**config.mk**
```make
export PLATFORM = sky130hd
export DESIGN_NAME = store_addr_buffer
export DESIGN_NICKNAME = d
export VERILOG_FILES = /design/src/rtl/store_addr_buffer.sv
export SDC_FILE = /design/constraint.sdc
export NUM_CORES = 1
export LEC_CHECK = 0
export ABC_AREA = 1
export CORE_MARGIN = 10
export CORE_UTILIZATION = 45
export CTS_CLUSTER_DIAMETER = 60
export DETAILED_ROUTE_END_ITERATION = 8
export GPL_ROUTABILITY_DRIVEN = 0
export PLACE_DENSITY = 0.65
export SYNTH_ARGS = -nofsm -noshare
export SYNTH_HDL_FRONTEND = slang
export SYNTH_SLANG_ARGS = --single-unit
```
**constraint.sdc**
```tcl
create_clock -name clk -period 13.3 [get_ports clk]
set_clock_uncertainty 0.05 [all_clocks]
set_input_delay 2.66 -clock clk [delete_from_list [all_inputs] [get_ports clk]]
set_output_delay 2.66 -clock clk [all_outputs]
set_load 0.02 [all_outputs]
```
**src/rtl/store_addr_buffer.sv**
```systemverilog
// In-order pending-store buffer: allocates at issue, fills from the store RS,
// marks entries committed in ROB order, drains them to data memory one at a
// time, and tells the load RS whether the latched load address is free of
// conflicts with any live store.
module store_addr_buffer #(
  parameter int unsigned DEPTH  = 4,
  parameter int unsigned TAG_W  = 6,
  parameter int unsigned DATA_W = 32
) (
  input  logic              clk,
  input  logic              reset,
  input  logic              flush,
  input  logic              alloc_valid,
  input  logic [TAG_W-1:0]  alloc_tag,
  output logic              alloc_ready,
  input  logic              fill_valid,
  input  logic [TAG_W-1:0]  fill_tag,
  input  logic [DATA_W-1:0] fill_addr,
  input  logic [DATA_W-1:0] fill_data,
  input  logic              commit_valid,
  input  logic [TAG_W-1:0]  commit_tag,
  input  logic              ld_check,
  input  logic [DATA_W-1:0] ld_addr,
  output logic              address_neq_stores,
  output logic              mem_wr_req,
  output logic [DATA_W-1:0] mem_wr_addr,
  output logic [DATA_W-1:0] mem_wr_data,
  input  logic              mem_wr_ack,
  output logic              empty
);

  localparam int unsigned PTR_W = $clog2(DEPTH);
  localparam logic [PTR_W-1:0] PTR_ONE = 1;
  localparam logic [PTR_W:0]   CNT_ONE = 1;
  localparam logic [PTR_W:0]   CNT_FULL = (PTR_W+1)'(DEPTH);

  typedef enum logic [1:0] {E_FREE, E_PEND, E_FILLED, E_COMMITTED} ent_t;
  typedef enum logic {D_IDLE, D_WRITE} drain_t;

  ent_t              st_q   [DEPTH];
  logic [TAG_W-1:0]  tag_q  [DEPTH];
  logic [DATA_W-1:0] addr_q [DEPTH];
  logic [DATA_W-1:0] data_q [DEPTH];
  logic [PTR_W-1:0]  head_q, tail_q;
  logic [PTR_W:0]    count_q;

  drain_t            drain_q, drain_d;
  logic              req_q;
  logic [DATA_W-1:0] wr_addr_q, wr_data_q;
  logic [DATA_W-1:0] chk_addr_q;
  logic              neq_q;

  logic              alloc_fire, start_wr, retire, commit_hit, conflict;
  logic              cm_found;
  logic [PTR_W-1:0]  cm_idx;
  logic [PTR_W:0]    n_comm;
  logic [PTR_W-1:0]  slot [DEPTH];

  assign alloc_ready        = (count_q != CNT_FULL);
  assign empty              = (count_q == '0);
  assign alloc_fire         = alloc_valid && alloc_ready && !flush;
  assign address_neq_stores = neq_q;
  assign mem_wr_req         = req_q;
  assign mem_wr_addr        = wr_addr_q;
  assign mem_wr_data        = wr_data_q;

  // Locate the oldest uncommitted entry, count committed ones, detect load conflicts
  always_comb begin
    n_comm   = '0;
    cm_found = 1'b0;
    cm_idx   = head_q;
    conflict = 1'b0;
    for (int unsigned i = 0; i < DEPTH; i++) begin
      slot[i] = head_q + PTR_W'(i);
    end
    for (int unsigned i = 0; i < DEPTH; i++) begin
      if (!cm_found && ((PTR_W+1)'(i) < count_q) && st_q[slot[i]] != E_COMMITTED) begin
        cm_found = 1'b1;
        cm_idx   = slot[i];
      end
      if (st_q[i] == E_COMMITTED) n_comm = n_comm + CNT_ONE;
      if (st_q[i] == E_PEND) conflict = 1'b1;
      if ((st_q[i] == E_FILLED || st_q[i] == E_COMMITTED) && addr_q[i] == chk_addr_q)
        conflict = 1'b1;
    end
    commit_hit = commit_valid && !flush && cm_found &&
                 st_q[cm_idx] == E_FILLED && tag_q[cm_idx] == commit_tag;
  end

  // Drain FSM next-state: launch a write when the head is committed, retire on ack
  always_comb begin
    drain_d  = drain_q;
    start_wr = 1'b0;
    retire   = 1'b0;
    case (drain_q)
      D_IDLE: if (st_q[head_q] == E_COMMITTED) begin
        start_wr = 1'b1;
        drain_d  = D_WRITE;
      end
      D_WRITE: if (mem_wr_ack) begin
        retire  = 1'b1;
        drain_d = D_IDLE;
      end
    endcase
  end

  // Drain state and registered memory write port
  always_ff @(posedge clk or posedge reset) begin
    if (reset) begin
      drain_q   <= D_IDLE;
      req_q     <= 1'b0;
      wr_addr_q <= '0;
      wr_data_q <= '0;
    end else begin
      drain_q <= drain_d;
      if (start_wr) begin
        req_q     <= 1'b1;
        wr_addr_q <= addr_q[head_q];
        wr_data_q <= data_q[head_q];
      end else if (retire) begin
        req_q <= 1'b0;
      end
    end
  end

  // Entry lifecycle; each write source targets a slot in a state no other source touches
  always_ff @(posedge clk or posedge reset) begin
    if (reset) begin
      for (int unsigned i = 0; i < DEPTH; i++) begin
        st_q[i]   <= E_FREE;
        tag_q[i]  <= '0;
        addr_q[i] <= '0;
        data_q[i] <= '0;
      end
    end else begin
      for (int unsigned i = 0; i < DEPTH; i++) begin
        if (flush) begin
          if (st_q[i] == E_PEND || st_q[i] == E_FILLED) st_q[i] <= E_FREE;
        end else if (fill_valid && st_q[i] == E_PEND && tag_q[i] == fill_tag) begin
          st_q[i]   <= E_FILLED;
          addr_q[i] <= fill_addr;
          data_q[i] <= fill_data;
        end
      end
      if (alloc_fire) begin
        st_q[tail_q]  <= E_PEND;
        tag_q[tail_q] <= alloc_tag;
      end
      if (commit_hit) st_q[cm_idx] <= E_COMMITTED;
      if (retire) st_q[head_q] <= E_FREE;
    end
  end

  // Pointers and occupancy; committed entries form a prefix from head, so a
  // flush simply pulls tail back to head + number of committed entries
  always_ff @(posedge clk or posedge reset) begin
    if (reset) begin
      head_q  <= '0;
      tail_q  <= '0;
      count_q <= '0;
    end else begin
      if (retire) head_q <= head_q + PTR_ONE;
      if (flush) begin
        tail_q  <= head_q + n_comm[PTR_W-1:0];
        count_q <= retire ? n_comm - CNT_ONE : n_comm;
      end else begin
        if (alloc_fire) tail_q <= tail_q + PTR_ONE;
        if (alloc_fire && !retire)      count_q <= count_q + CNT_ONE;
        else if (!alloc_fire && retire) count_q <= count_q - CNT_ONE;
      end
    end
  end

  // Load address latch and registered no-conflict flag
  always_ff @(posedge clk or posedge reset) begin
    if (reset) begin
      chk_addr_q <= '0;
      neq_q      <= 1'b1;
    end else begin
      if (ld_check) chk_addr_q <= ld_addr;
      neq_q <= !conflict;
    end
  end

endmodule

```
After elaboration in Yosys (flattened, before gate mapping) --
Cells that the tools add are included. Widths: inputs -> output; s select.
Operators by class: add/sub/neg operators 11, order comparisons 13, equal/unequal tests 28, muxes and demuxes 81, bitwise logic cells 14, reduce and logical (&&, ||, !) cells 53
Operators with widths (number):
- $bmux 32 s2 | 2
- $eq 32x32->1 | 4
- $mux 32 | 4
- $mux 2 | 30
- $eq 6x6->1 | 5
- $logic_and 1x1->1 | 30
- $bwmux 24 | 1
- $mux 8 | 3
- $mux 3 | 7
- $bmux 2 s2 | 5
- $eq 2x2->1 const B | 10
- $mux 1 | 20
- $ge 3x3->1 const B | 6
- $mux 6 | 3
- $not 2->3 | 6
- $add 3x1->3 const B | 4
- $bmux 6 s2 | 1
- $demux 2 s2 | 3
- $demux 6 s2 | 1
- $lt 3x1->1 const B | 3
- $and 8x8->8 | 1
- $eq 2x1->1 const B | 4
- $logic_or 1x1->1 | 8
- $ne 2x2->1 const B | 4
- other kinds (19) | 35
Word-level totals: bits in registers 394, input port bits 122, output and inout bits 68

Longest topological paths before layout --
Gate-level depths: netlist of run 1.
depth in word-level cells 29, depth in mapped cells 23, mapped depth without buffers 19

Worst setup path after synthesis of run 1 --
Ideal clock, no wire load.
path type input to register, start point input flush, end point register addr_q[71] (netlist name), setup time 0.130 ns, arrival time 3.839 ns, required time 13.120 ns, slack 9.281 ns, stages 8, cells stage by stage clkinv_1 -> nand2_1 -> a2111oi_0 -> nand2_1 -> clkbuf_1 -> clkbuf_1 -> nand2_1 -> o21ai_0
On the way: word-level cells in the longest chain between the ends 2
RTL lines:
- start: declaration | RTL line 12 | input logic flush,
- $not 1->1 (no source line)
- $reduce_and 2->1 (no source line)
- end signal: indexed assignment | RTL line 141 | addr_q[i] <= fill_addr;
- end: declaration | RTL line 42 | logic [DATA_W-1:0] addr_q [DEPTH];
Every way passes these cells. A chain may end at the register's enable or synchronous reset.

Worst setup path after layout of run 1 --
start point input flush, end point register addr_q[93] (netlist name)
Same word-level chain as after synthesis.

==> flow_summary.ini, run 1 <==
[run_status]
outcome = finished, final reports clean

[finish]
antenna_cells = 0
drive_above_1_share_pct = 7.35
syn_to_final_growth_pct = 19.2
fin_util_pct = 54.3
nNetsFinal = 2514

[global_routing]
grt_max_degree = 195
grt_pass1_wl_mm = 87.9
grt_pass1_vias = 15900
grt-ovfl-total = 0
antenna_found_initial = 0
globalRouteTotalUtil_pct = 21.4

[yosys]
syn_avg_cell_area_um2 = 8.47
synth-compound-area-share_pct = 17.9
synthMuxAreaShare_pct = 3.77
synth_top_family_by_area = compound AO/OA/AOI/OAI gates
syn_nets = 2397
synth_common_cells = nand2_1, o21ai_0, dfrtp_1
yosysTopAreaCell = dfrtp_1
synthArstFlopShare_pct = 100
synth_top_cell_area_share_pct = 51.4
ys_warn_count = 0
syn_area_mm2 = 0.0191
synth_edf_count = 0
synthTopCellsByArea = dfrtp_1, o21ai_0, nand2_1, mux2_2, inv_1
synthAdderAreaFrac_pct = 1.11
synth_flop_cell = dfrtp_1
synth_cell_types = 40
synth-seq-area-share_pct = 51.6
synthXorXnorAreaFrac_pct = 3.39
synth_simple_gate_area_share_pct = 15.8
netlist_instances = 2258
synthMostInstantiatedCell = nand2_1
synth_seq_cells = 394

[cts]
cts_buffer_depth = 3
cts_tree = yes
cts_resized = 0
worstSkewPairLatency_ns = 0.58
h-tree-depth = 2
cts_sinks = 394
clockRootBuffer = clkbuf_16
ctsHoldBuffers = 0
cts.clk_slew.worst_paths_ns = 0.06
post-cts-setup-buffer-count = 0
cts_buffers = 44

[die]
start_util_pct = 45.6
die_w_um = 226
dieArea_mm2 = 0.0511
die_y_um = 226
ios = 190
row_count = 75
fp.coreArea_mm2 = 0.0419

[critical_path]
reg2reg_slack_ns = 9.16
crit_arrival_ns = 5.80
path_max_fanout = 68
cpPeakStageDelay_ns = 0.68
cp-start-kind = input port
r2r_cells = 17
cpMostUsedCell = nand2_1
worstSetupPathType = in2reg
reg2reg_from = head_q[0]$_DFFE_PP0P_
worstPathRequired_ns = 13.66
slowest_stage = clkdlybuf4s50_1
crit_path_end_kind = flop
crit_chain = clkdlybuf4s50_1 -> clkinv_1 -> nand2_1 -> a2111oi_0 -> nand2_4 -> buf_4 -> nand2_1 -> o21ai_0
crit_family = buffers and inverters
r2r_end = st_q[2]$_DFF_PP0_
worstPathBufferInverterCount = 3

[place]
dpl.hpwl_mm = 36.1
pre_cts_ws_ns = 7.29
portBuffers = 189

[drt]
vias = 16100
finalWirelength_mm = 54.8
ant_nets = 0
drt-pass1-iter-count = 6
avgViaCountPerCell = 5.48
drc = 0
wire_per_inst_um = 18.6
first_iter_violations = 1499

[min_path]
min_to = data_q[70]$_DFFE_PP0P_
hp-start = data_q[70]$_DFFE_PP0P_
hold_class = reg2reg
whs_path_depth = 2

[timing]
setup-tns-final_ns = 0
rsz0062_at_grt = false
clock.fmax_mhz = 184
post-route-period-util_pct = 40.9
maxSlewHeadroom_pct = 26.9
tightest_slew_ns = 1.10
period_minus_slack_ns = 5.44
setup_viol = 0
fin_hold_ws_ns = 0.430
setup_slack_ns = 7.86
hold_viol = 0
slew_viol_final = 0

[pwr]
peakVddDrop_uv = 117
p_per_area_mw_per_mm2 = 199
finalPower_mw = 4.54
leakagePower_nw = 10.5

[flow_run]
maxCapViolations = 0
-- cell families (layout without fill, tap and decap cells) --
kind of cell | count (synthesis) | count (layout)
compound gates | 639 | 639
xor+xnor | 74 | 74
fa+ha+maj | 17 | 17
buf+inv | 325 | 475
flops | 394 | 394
mux | 64 | 64
simple gates | 745 | 745
-- stage by stage --
stage | instance area [µm²] | cells
final | 22800 | 2947
after global routing | 22800 | 2947
after CTS | 22800 | 2947
after detailed placement | 21300 | 2868
after global placement | 21300 | 2868
after floorplan | 19100 | 2258
-- routing by layer --
metal	wire, µm	GRT usage, %	up-vias	part of all wire (%)
li1	-	-	7749	-
met1	24600	29.3	7767	45
met2	24900	33.7	521	45
met3	3890	3.94	98	7.1
met4	1380	6.67	0	2.5
met5	0	0	-	0
-- worst max-delay path by stage --
stage	start	to	slack, ns	depth (start not counted)
2_1_floorplan	reset	addr_q[0]$_DFFE_PP0P_	5.29	1
3_3_place_gp	flush	data_q[94]$_DFFE_PP0P_	7.38	8
3_5_place_dp	flush	addr_q[16]$_DFFE_PP0P_	7.29	8
4_1_cts	flush	addr_q[93]$_DFFE_PP0P_	7.88	8
5_1_grt	flush	data_q[28]$_DFFE_PP0P_	7.55	9
6_report	flush	addr_q[93]$_DFFE_PP0P_	7.86	8
-- registers in the layout (all words and copies together), names as in the netlist --
register            count
address_neq_stores      1
mem_wr_addr            32
count_q                 3
mem_wr_data            32
head_q                  2
tail_q                  2
addr_q                128
mem_wr_req              1
st_q                    8
tag_q                  24
drain_q                 1
chk_addr_q             32
data_q                128
-- layout by cell type, fill, tap and decap left out, types with 2 or more instances in the layout --
cell type        netlist  layout
nand2_1              498     495
o21ai_0              454     454
dfrtp_1              393     391
clkdlybuf4s50_1        0     188
inv_1                185     183
nor2_1               139     139
a21oi_1               72      72
o22ai_1               66      66
mux2_2                64      64
nand3_1               48      48
clkbuf_16              0      46
xor2_1                41      41
xnor2_1               33      33
nand4_1               24      24
ha_1                  17      17
buf_4                  1      14
a21o_1                13      13
nor4_1                13      13
clkinv_2               0      12
o2111ai_1              9       9
a221oi_1               7       7
clkbuf_1             118       7
clkbuf_8               0       7
clkinv_1               5       5
nand2_2                5       5
o211ai_1               5       5
nor3_1                 5       5
a211oi_1               5       5
clkinvlp_4             0       4
nand2_4                0       3
a31oi_1                3       3
nor4b_1                3       3
nor2_2                 3       3
bufinv_16              0       3
inv_2                  2       2
or2_2                  2       2
nand3_2                2       2
nor2_4                 2       2
a221o_1                2       2
-- tightest hold or removal path, stage by stage (launching register included) --
cell	delay [ns]
dfrtp_1	0.34
nand2_1	0.05
o21ai_0	0.06
-- power by group --
group          internal (mW)  switching (mW)  leakage [nW]  total (mW)
sequential              1.42           0.184          5.31        1.60
combinational          0.650            1.05          4.45        1.70
clock                  0.729           0.508         0.722        1.24
-- cell type report --
class	count	area [µm²]
multi-input cells	1539	8050
flip-flops and latches	394	9870
clock inverters	19	189
inverters	192	727
repair buffers	204	2010
well taps	539	674
fillers	3841	19200
clock buffers	60	1270
Note: power is estimated with default switching activity, not from simulation.
==> inputs of run 2 (changes only) <==
PLACE_DENSITY = 0.62   (was 0.65)
clock period = 5.3 ns   (was 13.3 ns; I/O delays follow)
==> run 2 against run 1 <==
  * Total power up 150%
  * Core utilization about the same
  * Sequential power increased to 2.5 times the previous value
  * Wire length grew 0.96%
  * Clock power rose by 140%
  * Critical path depth increased by 10
  * Largest power group unchanged
  * Highest routed layer unchanged
==> flow_summary.ini, run 2 (same netlist as run 1, synthesis figures left out) <==
[run_status]
outcome = finished, final reports clean

[timing]
fin_hold_ws_ns = 0.425
clock.fmax_mhz = 258
rsz0062_at_grt = false
post-route-period-util_pct = 73.1
setup_viol = 0
period_minus_slack_ns = 3.88
slew_viol_final = 0
setup_slack_ns = 1.42
maxSlewHeadroom_pct = 30.8
hold_viol = 0
tightest_slew_ns = 1.04

[critical_path]
crit_arrival_ns = 4.31
cpPeakStageDelay_ns = 0.70
crit_chain = inv_4 -> buf_4 -> nand2_1 -> nand2_1 -> nor2_1 -> a31oi_1 -> nand3_2 -> nand2_1 -> nand2_2 -> nand2_1 -> nand2_1 -> nand2_1 -> nand2_1 -> nand2_1 -> nand3_1 -> nor2_2 -> nand4_1 -> a21oi_1
cpMostUsedCell = nand2_1
slowest_stage = dfrtp_4
path_max_fanout = 54
worstPathRequired_ns = 5.73
reg2reg_slack_ns = 1.42
crit_path_end_kind = flop
crit_family = simple AND/OR/NAND/NOR gates
reg2reg_from = head_q[0]$_DFFE_PP0P_
worstSetupPathType = reg2reg
r2r_end = st_q[4]$_DFF_PP0_
worstPathBufferInverterCount = 2
r2r_cells = 18
cp-start-kind = flop

[global_routing]
grt_pass1_wl_mm = 88.2
grt_pass1_vias = 15900
globalRouteTotalUtil_pct = 21.5
grt_max_degree = 166
grt-ovfl-total = 0
antenna_found_initial = 0

[die]
row_count = 75
die_w_um = 226
dieArea_mm2 = 0.0511
start_util_pct = 45.6
die_y_um = 226
fp.coreArea_mm2 = 0.0419
ios = 190

[min_path]
whs_path_depth = 2
hp-start = data_q[56]$_DFFE_PP0P_
min_to = data_q[56]$_DFFE_PP0P_
hold_class = reg2reg

[pwr]
p_per_area_mw_per_mm2 = 494
leakagePower_nw = 10.5
peakVddDrop_uv = 263

[cts]
cts_buffers = 44
cts.clk_slew.worst_paths_ns = 0.06
cts_tree = yes
cts_resized = 0
cts_sinks = 394
h-tree-depth = 2
ctsHoldBuffers = 0
post-cts-setup-buffer-count = 0
clockRootBuffer = clkbuf_16
cts_buffer_depth = 3
worstSkewPairLatency_ns = 0.57

[place]
pre_cts_ws_ns = 1.18
portBuffers = 189
dpl.hpwl_mm = 36.1

[drt]
finalWirelength_mm = 55.4
drt-pass1-iter-count = 6
first_iter_violations = 1589
ant_nets = 0
drc = 0
avgViaCountPerCell = 5.47
vias = 16100
wire_per_inst_um = 18.8

[flow_run]
maxCapViolations = 0

[finish]
nNetsFinal = 2517
reg.largest.list = addr_q: 128 flops, data_q: 128 flops
fin_util_pct = 54.4
drive_above_1_share_pct = 7.06
final_common_cell = nand2_1
syn_to_final_growth_pct = 19.2
final_cell_mix = nand2_1, o21ai_0, dfrtp_1
antenna_cells = 0
==> run 2: cell count changes in the layout (fill, tap and decap cells not counted), sizes merged <==
cell	change
clkinvlp	-3
clkinv	-7
clkbuf	+9
buf	+3
inv	+1
bufinv	-2
==> run 2: worst max-delay path by stage <==
stage	from	end	slack, ns	cells after the start
CTS	head_q[0]$_DFFE_PP0P_	st_q[4]$_DFF_PP0_	1.48	18
global placement	flush	st_q[4]$_DFF_PP0_	1.26	8
floorplan	reset	addr_q[0]$_DFFE_PP0P_	-1.11	1
finish	head_q[0]$_DFFE_PP0P_	st_q[4]$_DFF_PP0_	1.42	18
global route	head_q[0]$_DFFE_PP0P_	st_q[5]$_DFF_PP0_	1.09	18
detailed placement	flush	st_q[4]$_DFF_PP0_	1.18	8
==> run 2: report_power, final <==
part / total [mW] / leakage, nW / switching [mW] / internal, mW
logic: 4.27 / 4.50 / 2.63 / 1.64
registers: 4.04 / 5.31 / 0.473 / 3.56
clock network: 2.96 / 0.681 / 1.22 / 1.73
==> run 2: final cells by class <==
type / count / area (µm²)
fillers: 3805 / 19100
flip-flops and latches: 394 / 9870
multi-input cells: 1539 / 8050
repair buffers: 207 / 2110
clock buffers: 69 / 1310
inverters: 192 / 727
well taps: 539 / 674
clock inverters: 8 / 71.3
==> run 2: layer usage <==
metal  share of wire [%]  global-route usage, %  vias up  wire length (µm)
met5                   0                      0        -                 0
met4                 2.7                   7.60        0              1520
met3                 7.3                   3.87       93              4050
met2                  46                   33.5      601             25200
met1                  44                   29.6     7693             24600
li1                    -                      -     7749                 -
==> run 2: worst min-delay path, delay by kind of cell, from the launching register on <==
kind,cells,cell delay [ns]
DFF,1,0.33
AOI/OAI and AO/OA,1,0.06
and+or+nand+nor,1,0.05
==> run 2: metrics by stage <==
step                      setup TNS [ns]  cell area, µm²  cells  power, mW
after floorplan                  -436.63           19100   2258       6.90
after global placement                 0           21400   2871       8.27
after detailed placement               0           21400   2871       8.34
after CTS                              0           22800   2948       11.3
after global routing                   0           22800   2948       12.0
final                                  0           22800   2948       11.3
